<file path="src/rtl/ft_pkg.sv">
// Shared types for the fault-tolerant checkpoint path: controller states and
// the write-back entry carried through the pending FIFO.
package ft_pkg;

   localparam int DEF_ADDR_WIDTH = 5;
   localparam int DEF_DATA_WIDTH = 32;

   typedef enum logic [1:0] {
      RUN    = 2'd0,
      WAIT   = 2'd1,
      REPLAY = 2'd2
   } cp_state_t;

   typedef struct packed {
      logic [DEF_ADDR_WIDTH-1:0] addr;
      logic [DEF_DATA_WIDTH-1:0] data;
   } wb_entry_t;

endpackage

</file>
<file path="src/rtl/pend_fifo.sv">
// Pending write-back FIFO: holds unverified writes in push order until they are
// verified (popped) or discarded by a flush.
module pend_fifo
   import ft_pkg::*;
#(
   parameter int  DEPTH   = 4,
   parameter type entry_t = wb_entry_t
) (
   input  logic                     clk,
   input  logic                     rst_n,
   input  logic                     flush_i,
   input  logic                     push_i,
   input  entry_t                   push_data_i,
   input  logic                     pop_i,
   output entry_t                   pop_data_o,
   output logic [$clog2(DEPTH):0]   count_o,
   output logic                     full_o,
   output logic                     empty_o
);

   localparam int PW = $clog2(DEPTH);

   entry_t        mem [DEPTH];
   logic [PW-1:0] rd_ptr;
   logic [PW-1:0] wr_ptr;
   logic [PW:0]   count;
   logic          do_push;
   logic          do_pop;

   assign full_o  = (count == (PW+1)'(DEPTH));
   assign empty_o = (count == '0);
   assign count_o = count;
   assign pop_data_o = mem[rd_ptr];

   // A pop frees a slot in the same cycle, so a full FIFO may still accept a push.
   assign do_pop  = pop_i && !empty_o;
   assign do_push = push_i && (!full_o || do_pop);

   always_ff @(posedge clk or negedge rst_n) begin
      if (!rst_n) begin
         rd_ptr <= '0;
         wr_ptr <= '0;
         count  <= '0;
      end else if (flush_i) begin
         rd_ptr <= '0;
         wr_ptr <= '0;
         count  <= '0;
      end else begin
         if (do_push) wr_ptr <= wr_ptr + 1'b1;
         if (do_pop)  rd_ptr <= rd_ptr + 1'b1;
         count <= count + (PW+1)'(do_push) - (PW+1)'(do_pop);
      end
   end

   always_ff @(posedge clk) begin
      if (do_push && !flush_i) mem[wr_ptr] <= push_data_i;
   end

endmodule

</file>
<file path="src/rtl/checkpoint_rf.sv">
// Checkpoint register file: commits verified write-backs into a shadow copy and
// replays that copy into the core register file after an error.
module checkpoint_rf
   import ft_pkg::*;
#(
   parameter int ADDR_WIDTH = 5,
   parameter int DATA_WIDTH = 32,
   parameter int PEND_DEPTH = 4
) (
   input  logic                          clk,
   input  logic                          rst_n,
   input  logic                          wb_we_i,
   input  logic [ADDR_WIDTH-1:0]         wb_addr_i,
   input  logic [DATA_WIDTH-1:0]         wb_data_i,
   input  logic                          verify_i,
   input  logic                          error_i,
   input  logic                          replay_idle_i,
   input  logic [ADDR_WIDTH-1:0]         replay_addr_i,
   output logic                          stall_o,
   output logic [$clog2(PEND_DEPTH):0]   pend_count_o,
   output logic                          rf_we_o,
   output logic [ADDR_WIDTH-1:0]         rf_waddr_o,
   output logic [DATA_WIDTH-1:0]         rf_wdata_o,
   output logic                          busy_o
);

   localparam int NUM_REG = 2**ADDR_WIDTH;

   typedef struct packed {
      logic [ADDR_WIDTH-1:0] addr;
      logic [DATA_WIDTH-1:0] data;
   } entry_t;

   cp_state_t             state;
   cp_state_t             state_nxt;
   logic                  in_run;
   logic                  push;
   logic                  pop;
   logic                  flush;
   logic                  commit;
   logic                  sample;
   logic                  fifo_full;
   logic                  fifo_empty;
   entry_t                push_entry;
   entry_t                head;
   logic [DATA_WIDTH-1:0] shadow [NUM_REG];

   // Error wins over any write-back or verify presented in the same cycle.
   assign in_run = (state == RUN);
   assign flush  = in_run && error_i;
   assign push   = in_run && !error_i && wb_we_i;
   assign pop    = in_run && !error_i && verify_i;
   assign commit = pop && !fifo_empty;
   assign push_entry = '{addr: wb_addr_i, data: wb_data_i};

   // The cycle that leaves WAIT is already the first sweep cycle of control.
   assign sample = !in_run && !replay_idle_i;

   assign stall_o = in_run ? fifo_full : 1'b1;
   assign busy_o  = !in_run;

   pend_fifo #(
      .DEPTH   (PEND_DEPTH),
      .entry_t (entry_t)
   ) u_pend_fifo (
      .clk         (clk),
      .rst_n       (rst_n),
      .flush_i     (flush),
      .push_i      (push),
      .push_data_i (push_entry),
      .pop_i       (pop),
      .pop_data_o  (head),
      .count_o     (pend_count_o),
      .full_o      (fifo_full),
      .empty_o     (fifo_empty)
   );

   always_ff @(posedge clk or negedge rst_n) begin
      if (!rst_n) state <= RUN;
      else        state <= state_nxt;
   end

   always_comb begin
      state_nxt = state;
      case (state)
         RUN:     if (error_i)        state_nxt = WAIT;
         WAIT:    if (!replay_idle_i) state_nxt = REPLAY;
         REPLAY:  if (replay_idle_i)  state_nxt = RUN;
         default: state_nxt = RUN;
      endcase
   end

   always_ff @(posedge clk or negedge rst_n) begin
      if (!rst_n) begin
         for (int i = 0; i < NUM_REG; i++) shadow[i] <= '0;
      end else if (commit) begin
         shadow[head.addr] <= head.data;
      end
   end

   always_ff @(posedge clk or negedge rst_n) begin
      if (!rst_n) begin
         rf_we_o    <= 1'b0;
         rf_waddr_o <= '0;
         rf_wdata_o <= '0;
      end else begin
         rf_we_o <= sample;
         if (sample) begin
            rf_waddr_o <= replay_addr_i;
            rf_wdata_o <= shadow[replay_addr_i];
         end
      end
   end

endmodule

</file>
<file path="config.mk">
export PLATFORM = sky130hd
export DESIGN_NAME = checkpoint_rf
export DESIGN_NICKNAME = d
export VERILOG_FILES = /design/src/rtl/ft_pkg.sv /design/src/rtl/pend_fifo.sv /design/src/rtl/checkpoint_rf.sv
export SDC_FILE = /design/constraint.sdc
export NUM_CORES = 2
export LEC_CHECK = 0
export CAP_MARGIN = 15
export CORE_UTILIZATION = 51
export CTS_CLUSTER_DIAMETER = 80
export DETAILED_ROUTE_END_ITERATION = 16
export GPL_TIMING_DRIVEN = 0
export HOLD_SLACK_MARGIN = 0.02
export PLACE_DENSITY_LB_ADDON = 0.12
export SETUP_SLACK_MARGIN = 0.3
export SLEW_MARGIN = 10
export SYNTH_ARGS = -nofsm -noshare
export SYNTH_HDL_FRONTEND = slang
export SYNTH_SLANG_ARGS = --single-unit
</file>
<file path="constraint.sdc">
create_clock -name clk -period 5.7 [get_ports clk]
set_input_delay 0.57 -clock clk [delete_from_list [all_inputs] [get_ports clk]]
set_output_delay 0.57 -clock clk [all_outputs]
set_load 0.01 [all_outputs]
</file>
# Word-level counts from Yosys, hierarchy flattened
# Memory sizes are Yosys's and may differ from the RTL's.
# Cells that the tools add are included.
# W data, S select, Z words.
# classes
n_addsub	4
n_lt_le_gt_ge	3
n_eq_ne	6
mux	18
n_bitwise	2
reduce_logical	21
# ops
op	n
$bwmux W1024	1
$bmux W32 S5	1
$demux W32 S5	1
$mux W32	3
$mux W2	7
$ge A6 B6 Y1 const B	2
$not A5 Y6	2
$logic_and A1 B1 Y1	9
$logic_not A1 Y1	6
$lt A6 B1 Y1 const B	1
$ne A2 B2 Y1 const B	3
$pmux W2 S3	1
$add A2 B1 Y2 const B	2
$reduce_bool A2 Y1	2
$add A3 B1 Y3	1
$eq A3 B3 Y1 const B	1
$logic_not A3 Y1	1
$mux W1	3
$mux W3	1
$reduce_and A3 Y1	1
$sub A3 B1 Y3	1
$eq A2 B1 Y1 const B	1
$eq A2 B2 Y1 const B	1
$logic_not A2 Y1	1
$logic_or A1 B1 Y1	1
# totals
ff_bits	1071
ramBits	148
input_bits	48
out_inout_bits	43
word_cells	94
n_memories	1
# mem_list
memory	depth	width	read_ports	rd_ports_with_merged_regs	write_ports	line	rtl
u_pend_fifo.mem	4	37	1	0	1	pend_fifo.sv:23	entry_t mem [DEPTH];

# Longest topological paths before layout
# depth
word_depth	9
ltp_mapped	9
mapped_depth_nobuf	7

# By module
# A second synthesis with hierarchy kept.
# unflattened
cells_unflattened	3349
area_unflattened_um2	54222.0
# by_module_without_submodules
mod	instances	cells_each	area_per_inst_um2
checkpoint_rf	1	3111	48403.9
pend_fifo	1	238	5818.1

# Worst setup path before layout
# OpenSTA, ideal clock, no wires.
# synth_path
path_type	input to register
start	input error_i
end	register shadow[161] in the netlist's numbering
t_arrival_ns	2.542
required_ns	5.575
path_slack_ns	3.034
path_stages	6
cell_sequence	or4b_4 -> buf_6 -> or4b_4 -> nor2_4 -> buf_6 -> mux2_2
# synth_between
elab_chain_cells	4
# synth_lines
item	line	rtl
from (decl)	checkpoint_rf.sv:16	input logic error_i,
$logic_not A1 Y1	checkpoint_rf.sv:52	assign pop = in_run && !error_i && verify_i;
$logic_and A1 B1 Y1 (2 in a row)	checkpoint_rf.sv:52	
$logic_and A1 B1 Y1	checkpoint_rf.sv:53	assign commit = pop && !fifo_empty;
to (signal, indexed assignment)	checkpoint_rf.sv:97	shadow[head.addr] <= head.data;
to (decl)	checkpoint_rf.sv:46	logic [DATA_WIDTH-1:0] shadow [NUM_REG];
# No other way between the ends.
# A chain may end at the register's enable or synchronous reset.

# Worst setup path after layout
# layout_path
start	input replay_addr_i[1]
end	register rf_wdata_o[30]
# layout_between
elab_chain_cells	4
# layout_lines
item	line	rtl
from (decl)	checkpoint_rf.sv:18	input logic [ADDR_WIDTH-1:0] replay_addr_i,
$not A5 Y6 (not written as such)	checkpoint_rf.sv:110	rf_wdata_o <= shadow[replay_addr_i];
$bmux W32 S5	checkpoint_rf.sv:110	
$mux W32 (not written as such) (2 in a row)	checkpoint_rf.sv:110	
to (signal assigned)	checkpoint_rf.sv:110	
to (decl)	checkpoint_rf.sv:23	output logic [DATA_WIDTH-1:0] rf_wdata_o,
# No other way between the ends. The select of a mux whose other input is x is not followed.

==> flow_summary.ini <==
[run_status]
status = complete, no violations

[critical_path]
endpoint_kind = flop
worstSetupStartpointType = input port
cp.required_ns = 6.27
cp_max_fo = 10
r2r_cells = 6
r2r_end = shadow[956]$_DFFE_PN0P_
crit_arrival_ns = 4.60
worstSetupPathType = input port to flop
r2r_slack_ns = 1.85
r2r_start = u_pend_fifo.rd_ptr[1]$_DFFE_PN0P_

[sta]
final-setup-viol-count = 0
tightestPinTransition_ns = 1.283
finalCritPeriodShare_pct = 70.66
slew_headroom_pct = 14.47
fin_crit_ns = 4.028
max_freq_mhz = 248.3
holdWs_ns = 0.4635
finalClockSkew_ns = 0.03050
tns_ns = 0
finalHoldViolCount = 0
finalMaxSlewViolations = 0
rsz0062_at_grt = no

[place]
place.gp.congestion = 0.8624
dpl.hpwl_microns = 107400
port-buffer-count = 87
placed_cells = 4842

[grt]
grt_util_met1_pct = 40.19
antenna_found_initial = 5
busiest_layer = met2
grt_use_total_pct = 29.65
grt_overflow_total = 0
met2_usage_pct = 46.98
grt_pass1_wl_microns = 229600
grt_start_max_net_pins = 167
grt_pass1_vias = 33750
grtUsageMet3_pct = 7.103

[cts]
postCtsResizedCells = 0
clk-insertion-delay-late_ns = 0.75
htree_levels = 4
clockBufferDepth = 3
hold_buffers = 1
cts_tree = done
root_buffer = clkbuf_16
clkTransAtPathRegs_ns = 0.06
clock_sinks = 1219
post_cts_buffers = 0
cts_buffers = 133

[floorplanning]
die_x_microns = 327.4
start_util_pct = 51.38
io_pins = 91
rows = 119
die-area_sq_mm = 0.1072
core-area_sq_mm = 0.1051
die_h_microns = 327.4

[drt]
avgRoutedWirePerCell_microns = 30.51
drc = 0
firstDrtPassIters = 8
vias = 31390
ant_nets = 0
drt_iter0_markers = 2546
wl_microns = 155200
viasPerCell = 6.170

[synth]
synthArstFlopShare_pct = 87.86
yosysWarnings = 0
synth.distinct_cells = 49
ys_seq_area_share_pct = 57.85
synth_ff_type = dfrtp_1
syn_area_sq_mm = 0.05401
synth_nets = 3401
syn_avg_cell_area_sq_um = 16.14
ys_ff_latch = 1219
synth-edff-count = 148
syn_inst = 3347

[min_path]
whs_endpoint = u_pend_fifo.mem[1][12]$_DFFE_PP_
min_path_type = input port to flop
min_from = wb_data_i[12]
min_path_cells = 1

[finish]
drive_gt1_share_pct = 45.60
layout_common_cells = mux2_2 (1078), dfrtp_1 (1071), mux4_2 (229)
layoutNonFillerInstCount = 5087
final_common_cell = mux2_2
syn_to_final_growth_pct = 13.55
fin_nets = 3643

[pwr]
total_leakage_power_nw = 28.10
vdd_drop_max_v = 0.0002746
p_per_area_mw_per_mm2 = 466.6

[job]
drv_cap = 0
cell usage after synthesis, types with 2 or more instances:
cell / number / share of area, %
clkbuf_1: 167 / 1.2
nor3b_1: 4 / 0.056
nand2_1: 78 / 0.54
nor2_4: 8 / 0.17
a221oi_1: 31 / 0.50
nor4_2: 2 / 0.046
buf_1: 31 / 0.22
nand3b_1: 2 / 0.028
nor2_2: 5 / 0.058
nor2_1: 43 / 0.30
buf_4: 16 / 0.22
o21ai_0: 33 / 0.31
or4b_4: 3 / 0.076
mux4_2: 229 / 9.5
or3_1: 2 / 0.023
dfrtp_1: 1071 / 50
mux2_1: 43 / 0.90
nor4b_2: 2 / 0.056
mux2i_1: 101 / 1.9
edfxtp_1: 148 / 8.2
a311oi_1: 31 / 0.50
nor2b_1: 9 / 0.10
ha_1: 5 / 0.12
inv_1: 6 / 0.042
and2_1: 6 / 0.070
a22oi_1: 31 / 0.43
o2111a_1: 31 / 0.65
nor3_1: 4 / 0.037
mux2_2: 1078 / 22
xnor2_1: 5 / 0.081
buf_2: 80 / 0.74
buf_6: 25 / 0.52
metal layers:
layer  wire (microns)  part of all wire (%)  vias up
met5               24                 0.015        -
met4             4944                   3.2        4
met3            10940                   7.0      259
met2            73770                    48     1042
met1            65540                    42    17040
li1                 -                     -    13040
cell families after synthesis:
| family | share of synthesized area [%] |
|---|---|
| simple gates | 1.717 |
| xor+xnor | 0.08108 |
| buf+inv | 2.903 |
| fa+ha+maj | 0.1529 |
| mux | 34.79 |
| compound gates | 2.504 |
| flops | 57.85 |
area by class of cell:
class,instances,area [sq um]
diodes,3,7.507
clock inverters,37,330.3
well taps,1391,1740
fillers,8135,43790
inverters,6,22.52
flip-flops and latches,1219,31250
repair buffers,107,1260
clock buffers,202,3961
plain buffers,319,1553
multi-input cells,1803,21210
worst max-delay path: stages:
cell	delay, ns
clkbuf_1	0.56
clkbuf_1	0.97
buf_1	0.99
mux2i_1	0.28
nor2b_1	0.06
a2111oi_0	0.97
a211oi_1	0.17
report_power, final:
group	switching, mW	internal [mW]	leakage (nW)	total (mW)
Clock	3.51	4.94	2.11	8.45
Combinational	3.55	3.72	9.98	7.27
Sequential	1.43	11.5	16.0	12.9
state kept, by name, indices dropped and copies added (netlist names):
| name | flops |
|---|---|
| state | 2 |
| shadow | 1024 |
| u_pend_fifo.mem | 148 |
| rf_we_o | 1 |
| u_pend_fifo.wr_ptr | 2 |
| rf_wdata_o | 32 |
| u_pend_fifo.rd_ptr | 2 |
| rf_waddr_o | 5 |
| u_pend_fifo.count_o | 3 |
how the worst max path moves through the flow:
stage	startpoint	endpoint	slack, ns	depth (start not counted)
finish	replay_addr_i[1]	rf_wdata_o[30]$_DFFE_PN0P_	1.67	7
global route	replay_addr_i[2]	rf_wdata_o[4]$_DFFE_PN0P_	1.60	7
CTS	replay_addr_i[2]	rf_wdata_o[21]$_DFFE_PN0P_	1.82	7
detailed placement	replay_addr_i[2]	rf_wdata_o[21]$_DFFE_PN0P_	1.04	7
global placement	rst_n	shadow[521]$_DFFE_PN0P_	-40.75	1
floorplan	error_i	shadow[161]$_DFFE_PN0P_	3.03	6
through the flow:
step | util (%) | power, mW | setup slack (ns) | cell area [sq um]
global route | 58.33 | 29.92 | 1.596 | 61320
detailed placement | 54.22 | 20.25 | 1.038 | 56990
finish | 58.34 | 28.62 | 1.672 | 61330
floorplan | - | 17.42 | 3.034 | 54010
CTS | 58.31 | 28.72 | 1.823 | 61290
global placement | 53.86 | 19.83 | -40.75 | 56620
Power figures use the tool's default switching activity.
